## config.mk

```make
export PLATFORM = sky130hd
export DESIGN_NAME = im_loader
export DESIGN_NICKNAME = d
export VERILOG_FILES = /design/src/rtl/im_loader.sv
export SDC_FILE = /design/constraint.sdc
export NUM_CORES = 1
export LEC_CHECK = 0
export CAP_MARGIN = 15
export CORE_MARGIN = 2
export CORE_UTILIZATION = 45
export CTS_BUF_LIST = sky130_fd_sc_hd__clkbuf_8
export CTS_CLUSTER_SIZE = 30
export DETAILED_ROUTE_END_ITERATION = 6
export DONT_BUFFER_PORTS = 1
export SLEW_MARGIN = 30
export SYNTH_ARGS = -nofsm -noshare
export SYNTH_HDL_FRONTEND = slang
export SYNTH_SLANG_ARGS = --single-unit
export TNS_END_PERCENT = 1
```

## constraint.sdc

```tcl
create_clock -name clock -period 3.5 [get_ports clock]
set_clock_uncertainty 0.2 [all_clocks]
set_input_delay 0.175 -clock clock [delete_from_list [all_inputs] [get_ports clock]]
set_output_delay 0.175 -clock clock [all_outputs]
set_load 0.05 [all_outputs]
```

## src/rtl/im_loader.sv

```systemverilog
// Boot-time instruction-memory loader: receives a length-prefixed, checksummed
// byte stream, writes the assembled big-endian words and releases the CPU on success.
module im_loader #(
  parameter logic [31:0] BASE_ADDR = 32'h0000_0000,
  parameter int          MAX_WORDS = 256
) (
  input  logic        clock,
  input  logic        reset,
  input  logic        start,
  input  logic        in_valid,
  input  logic [7:0]  in_data,
  output logic        in_ready,
  output logic        im_we,
  output logic [31:0] im_addr,
  output logic [31:0] im_wdata,
  output logic        cpu_hold,
  output logic        done,
  output logic        error,
  output logic [15:0] words_loaded
);

  typedef enum logic [2:0] {
    S_IDLE, S_LEN_HI, S_LEN_LO, S_DATA, S_WRITE, S_CHECK, S_DONE, S_ERR
  } state_t;

  localparam logic [16:0] MAX_LEN = 17'(MAX_WORDS);

  // Running XOR checksum over the instruction bytes.
  function automatic logic [7:0] csum_update(input logic [7:0] csum, input logic [7:0] data);
    csum_update = csum ^ data;
  endfunction

  state_t      state_q, state_d;
  logic [15:0] len_q, len_d;
  logic [31:0] word_q, word_d;
  logic [1:0]  byte_idx_q, byte_idx_d;
  logic [7:0]  csum_q, csum_d;
  logic [15:0] words_loaded_q, words_loaded_d;
  logic [31:0] im_addr_q, im_addr_d;
  logic [31:0] im_wdata_q, im_wdata_d;
  logic        im_we_q, im_we_d;
  logic        in_ready_q, in_ready_d;
  logic        cpu_hold_q, cpu_hold_d;
  logic        done_q, done_d;
  logic        error_q, error_d;
  logic        byte_fire_s;

  assign byte_fire_s = in_valid && in_ready_q;

  // Next-state and datapath decode; outputs are derived from the next state so they stay registered.
  always_comb begin
    state_d        = state_q;
    len_d          = len_q;
    word_d         = word_q;
    byte_idx_d     = byte_idx_q;
    csum_d         = csum_q;
    words_loaded_d = words_loaded_q;
    im_addr_d      = im_addr_q;
    im_wdata_d     = im_wdata_q;
    im_we_d        = 1'b0;

    case (state_q)
      S_IDLE, S_DONE, S_ERR: begin
        if (start) begin
          state_d        = S_LEN_HI;
          words_loaded_d = 16'd0;
          csum_d         = 8'd0;
          byte_idx_d     = 2'd0;
        end else begin
          state_d = state_q;
        end
      end
      S_LEN_HI: begin
        if (byte_fire_s) begin
          len_d   = {in_data, len_q[7:0]};
          state_d = S_LEN_LO;
        end else begin
          state_d = state_q;
        end
      end
      S_LEN_LO: begin
        if (byte_fire_s) begin
          len_d = {len_q[15:8], in_data};
          if ((len_d == 16'd0) || ({1'b0, len_d} > MAX_LEN)) begin
            state_d = S_ERR;
          end else begin
            state_d = S_DATA;
          end
        end else begin
          state_d = state_q;
        end
      end
      S_DATA: begin
        if (byte_fire_s) begin
          word_d     = {word_q[23:0], in_data};
          csum_d     = csum_update(csum_q, in_data);
          byte_idx_d = byte_idx_q + 2'd1;
          // Fourth byte completes the word; the write address is captured here for the WRITE cycle.
          if (byte_idx_q == 2'd3) begin
            state_d    = S_WRITE;
            im_we_d    = 1'b1;
            im_wdata_d = word_d;
            im_addr_d  = BASE_ADDR + {14'd0, words_loaded_q, 2'b00};
          end else begin
            state_d = state_q;
          end
        end else begin
          state_d = state_q;
        end
      end
      S_WRITE: begin
        words_loaded_d = words_loaded_q + 16'd1;
        if (words_loaded_d == len_q) begin
          state_d = S_CHECK;
        end else begin
          state_d = S_DATA;
        end
      end
      S_CHECK: begin
        if (byte_fire_s) begin
          if (in_data == csum_q) begin
            state_d = S_DONE;
          end else begin
            state_d = S_ERR;
          end
        end else begin
          state_d = state_q;
        end
      end
      default: state_d = S_IDLE;
    endcase

    in_ready_d = (state_d == S_LEN_HI) || (state_d == S_LEN_LO) ||
                 (state_d == S_DATA)   || (state_d == S_CHECK);
    done_d     = (state_d == S_DONE);
    error_d    = (state_d == S_ERR);
    cpu_hold_d = (state_d != S_DONE);
  end

  // State and output registers.
  always_ff @(posedge clock or negedge reset) begin
    if (!reset) begin
      state_q        <= S_IDLE;
      len_q          <= 16'd0;
      word_q         <= 32'd0;
      byte_idx_q     <= 2'd0;
      csum_q         <= 8'd0;
      words_loaded_q <= 16'd0;
      im_addr_q      <= BASE_ADDR;
      im_wdata_q     <= 32'd0;
      im_we_q        <= 1'b0;
      in_ready_q     <= 1'b0;
      cpu_hold_q     <= 1'b1;
      done_q         <= 1'b0;
      error_q        <= 1'b0;
    end else begin
      state_q        <= state_d;
      len_q          <= len_d;
      word_q         <= word_d;
      byte_idx_q     <= byte_idx_d;
      csum_q         <= csum_d;
      words_loaded_q <= words_loaded_d;
      im_addr_q      <= im_addr_d;
      im_wdata_q     <= im_wdata_d;
      im_we_q        <= im_we_d;
      in_ready_q     <= in_ready_d;
      cpu_hold_q     <= cpu_hold_d;
      done_q         <= done_d;
      error_q        <= error_d;
    end
  end

  assign in_ready     = in_ready_q;
  assign im_we        = im_we_q;
  assign im_addr      = im_addr_q;
  assign im_wdata     = im_wdata_q;
  assign cpu_hold     = cpu_hold_q;
  assign done         = done_q;
  assign error        = error_q;
  assign words_loaded = words_loaded_q;

endmodule

```

==> metrics <==
hold path depth 6; Worst-Skew Late Latency 0.44 ns; cells along the critical path ha_1, nand4_2, or4_1, a21boi_1, o32ai_1, or4_4, o21ba_1; CP Launch Type flip-flop; die area 0.0138 mm2; NumNets Final 591; post-CTS setup repair buffer count 0; pins over their slew limit 0; post-layout util 0.520; first-pass GRT wire length 22300 um; P_leak 3.11 nW; CTS H-tree lvls 4; worst path arrival time 2.94 ns; I/O pins 97; syn_area_per_cell 10.4 um2; ANT nets after route 0; slowest CP cell or4_1; worst vdd ir 0.368 mV; share of layout cells above drive strength 1 0.210; Top FF cell, synth dfrtp_1; Top Family by Delay on Critical Path simple AND/OR/NAND/NOR gates; status finished clean; routed len/inst 17.7 um; Worst EP required 3.63 ns; Stages on worst setup path 7; post-synthesis cell type count 63; sequential cell area fraction in the yosys report 0.528; Post-Synthesis Cell Area 0.00578 mm2; worst slew pin tran 0.909 ns; CP Max Fanout 10; Max stage delay on crit path 0.57 ns; remaining global-route overflow 0; MaxCap Viol Count 0; RSZ-0062 raised after global routing false; R2R cell count 7; setup TNS 0 ns; Post-synth EDFFs 0; CTS tree yes; Inserted Diodes 0; cell area after placement 0.00596 mm2; Final min period 2.81 ns; GRT Overall Usage 0.207; Highest Signal Layer met4; vias in the first global route 4219; Fin. Hold Viols 0; root buffer selected by CTS clkbuf_8; HP Class in -> reg; Syn. warnings 0; CTS Buf Count 17; fraction of registers with async set/reset 1.00; Buffers & Inverters on Critical Path 0; Setup Viol. Count Final 0; Met2 Wirelength 6430 um; Yosys reg bits 122; Initial Utilization 0.460; core area 0.0126 mm2; Met3 Wirelength 760 um; max_slew headroom 0.389; Die W 117 um; Crit Path Class reg -> reg; period utilization 0.803; Cell Rows 41; CTS Sinks 122; number of buffers added on ports 0; DR vias/cell 5.47; Die Height 117 um; Final GP Congestion 0.864; P&R area growth vs syn 13.1%; pin count of the biggest net entering global routing 123; post-synthesis instance total 557; DR iter-0 viols 307; iteration count of the initial detailed-routing pass 4; placed wire-length estimate 8840 um; maximum root-to-sink buffer count 2; Crit. End Element flip-flop; initial antenna violation count 0; clk slew on worst S/H paths 0.07 ns; highest clock rate 356 MHz; Cell Pwr Density 852 mW/mm2; met1 wire length 5790 um; Routed WL 13500 um; DRC Markers 0; routed vias 4166; post-route cell area 0.00654 mm2
==> metal layers <==
| layer | track usage | vias up |
|---|---|---|
| met1 | 0.257 | 2048 |
| li1 | - | 1953 |
| met4 | 0.103 | 0 |
| met5 | 0 | - |
| met2 | 0.326 | 128 |
| met3 | 0.0661 | 37 |
==> stage by stage <==
| stage | hold slack [ns] | worst slack (ns) | std cells | power, mW |
|---|---|---|---|---|
| finish | 0.0168 | 0.688 | 762 | 5.57 |
| global route | 0.0269 | 0.539 | 762 | 5.91 |
| CTS | 0.00164 | 0.710 | 762 | 5.62 |
| detailed placement | -0.317 | 0.722 | 718 | 4.18 |
| global placement | -0.317 | 0.812 | 718 | 4.13 |
| floorplan | -0.321 | 0.466 | 572 | 3.84 |
==> worst reg2reg max path, stage by stage, from the launching register on <==
cell	delay, ns
dfrtp_1	0.36
ha_1	0.34
nand4_2	0.24
or4_1	0.57
a21boi_1	0.15
o32ai_1	0.11
or4_4	0.56
o21ba_1	0.19
==> cell usage in the layout (no fill, tap or decap), types with 4 or more instances in the layout <==
master,netlist,layout
dlygate4sd3_1,0,11
clkbuf_8,0,18
bufinv_16,0,4
a31oi_1,4,4
o21ai_0,47,47
nor4_1,8,8
dfrtp_1,121,121
conb_1,1,16
mux2_2,57,57
inv_1,6,7
nand3_1,13,13
o31ai_1,7,7
xor2_1,9,9
nor3_1,9,9
and3_1,7,7
nand4_1,6,6
xnor2_1,17,17
nor2_1,19,19
a21oi_1,11,11
nand2_1,117,116
buf_4,20,20
==> layout make-up <==
cell class / instances / area, um2
Multi-Input combinational cell: 396 / 2490
Sequential cell: 122 / 3050
Clock buffer: 18 / 248
Clock inverter: 14 / 195
Fill cell: 1134 / 6030
Tap cell: 172 / 215
Timing Repair Buffer: 33 / 308
Inverter: 7 / 26.3
==> cells in the mapped netlist (2+ instances only) <==
cell,n,share of area
dfrtp_1,121,0.52
nand2_1,117,0.076
mux2_2,57,0.11
o21ai_0,47,0.041
buf_4,20,0.026
nor2_1,19,0.012
xnor2_1,17,0.026
clkbuf_1,15,0.0097
nand3_1,13,0.011
a21oi_1,11,0.0095
nor3_1,9,0.0078
xor2_1,9,0.014
nor4_1,8,0.0087
and3_1,7,0.0076
o31ai_1,7,0.0091
buf_1,6,0.0039
inv_1,6,0.0039
nand4_1,6,0.0065
a31oi_1,4,0.0043
buf_2,4,0.0035
and3b_1,3,0.0045
or4_1,3,0.0039
a211oi_1,2,0.0026
a21boi_1,2,0.0026
a221o_1,2,0.0035
a31o_2,2,0.0030
ha_1,2,0.0043
nand2b_1,2,0.0022
nor3_2,2,0.0035
==> final timing paths <==
path / end / startpoint / slack, ns
min in group asynchronous: im_addr[7] / reset / 0.15
worst min-delay path: state_q[0] / in_data[5] / 0.02
worst min register to register: word_q[21] / word_q[21] / 0.28
worst max register to register: state_q[1] / words_loaded[1] / 0.69
max in group asynchronous: im_wdata[5] / reset / 2.49
worst max-delay path: state_q[1] / words_loaded[1] / 0.69
==> power by group <==
group | internal (mW) | leakage [nW] | switching, mW | total, mW
Clock | 0.798 | 0.217 | 0.589 | 1.39
Combinational | 0.571 | 1.28 | 0.698 | 1.27
Sequential | 1.86 | 1.61 | 1.06 | 2.91
==> what timing repair did <==
item | 4_1_cts | 5_1_grt
resized for setup | 0 | 0
hold buffers | 12 | 0
hold endpoints to repair | 168 | 0
==> flip-flops by register name, indices dropped and copies added (netlist names) <==
register / cells
im_addr: 16
words_loaded: 16
state_q: 3
len_q: 16
word_q: 24
error: 1
done: 1
im_wdata: 32
in_ready: 1
byte_idx_q: 2
cpu_hold: 1
csum_q: 8
im_we: 1
==> cells by family after synthesis <==
kind of cell,Yosys count,synth area share
AND/OR/NAND/NOR,202,0.167
flip-flops,122,0.528
AO/OA/AOI/OAI,92,0.0972
multiplexers,58,0.113
buffers and inverters,54,0.0504
XOR/XNOR,26,0.0394
adder cells (fa/ha/maj),2,0.00433
other,1,0.000649
Power figures use the tool's default switching activity.
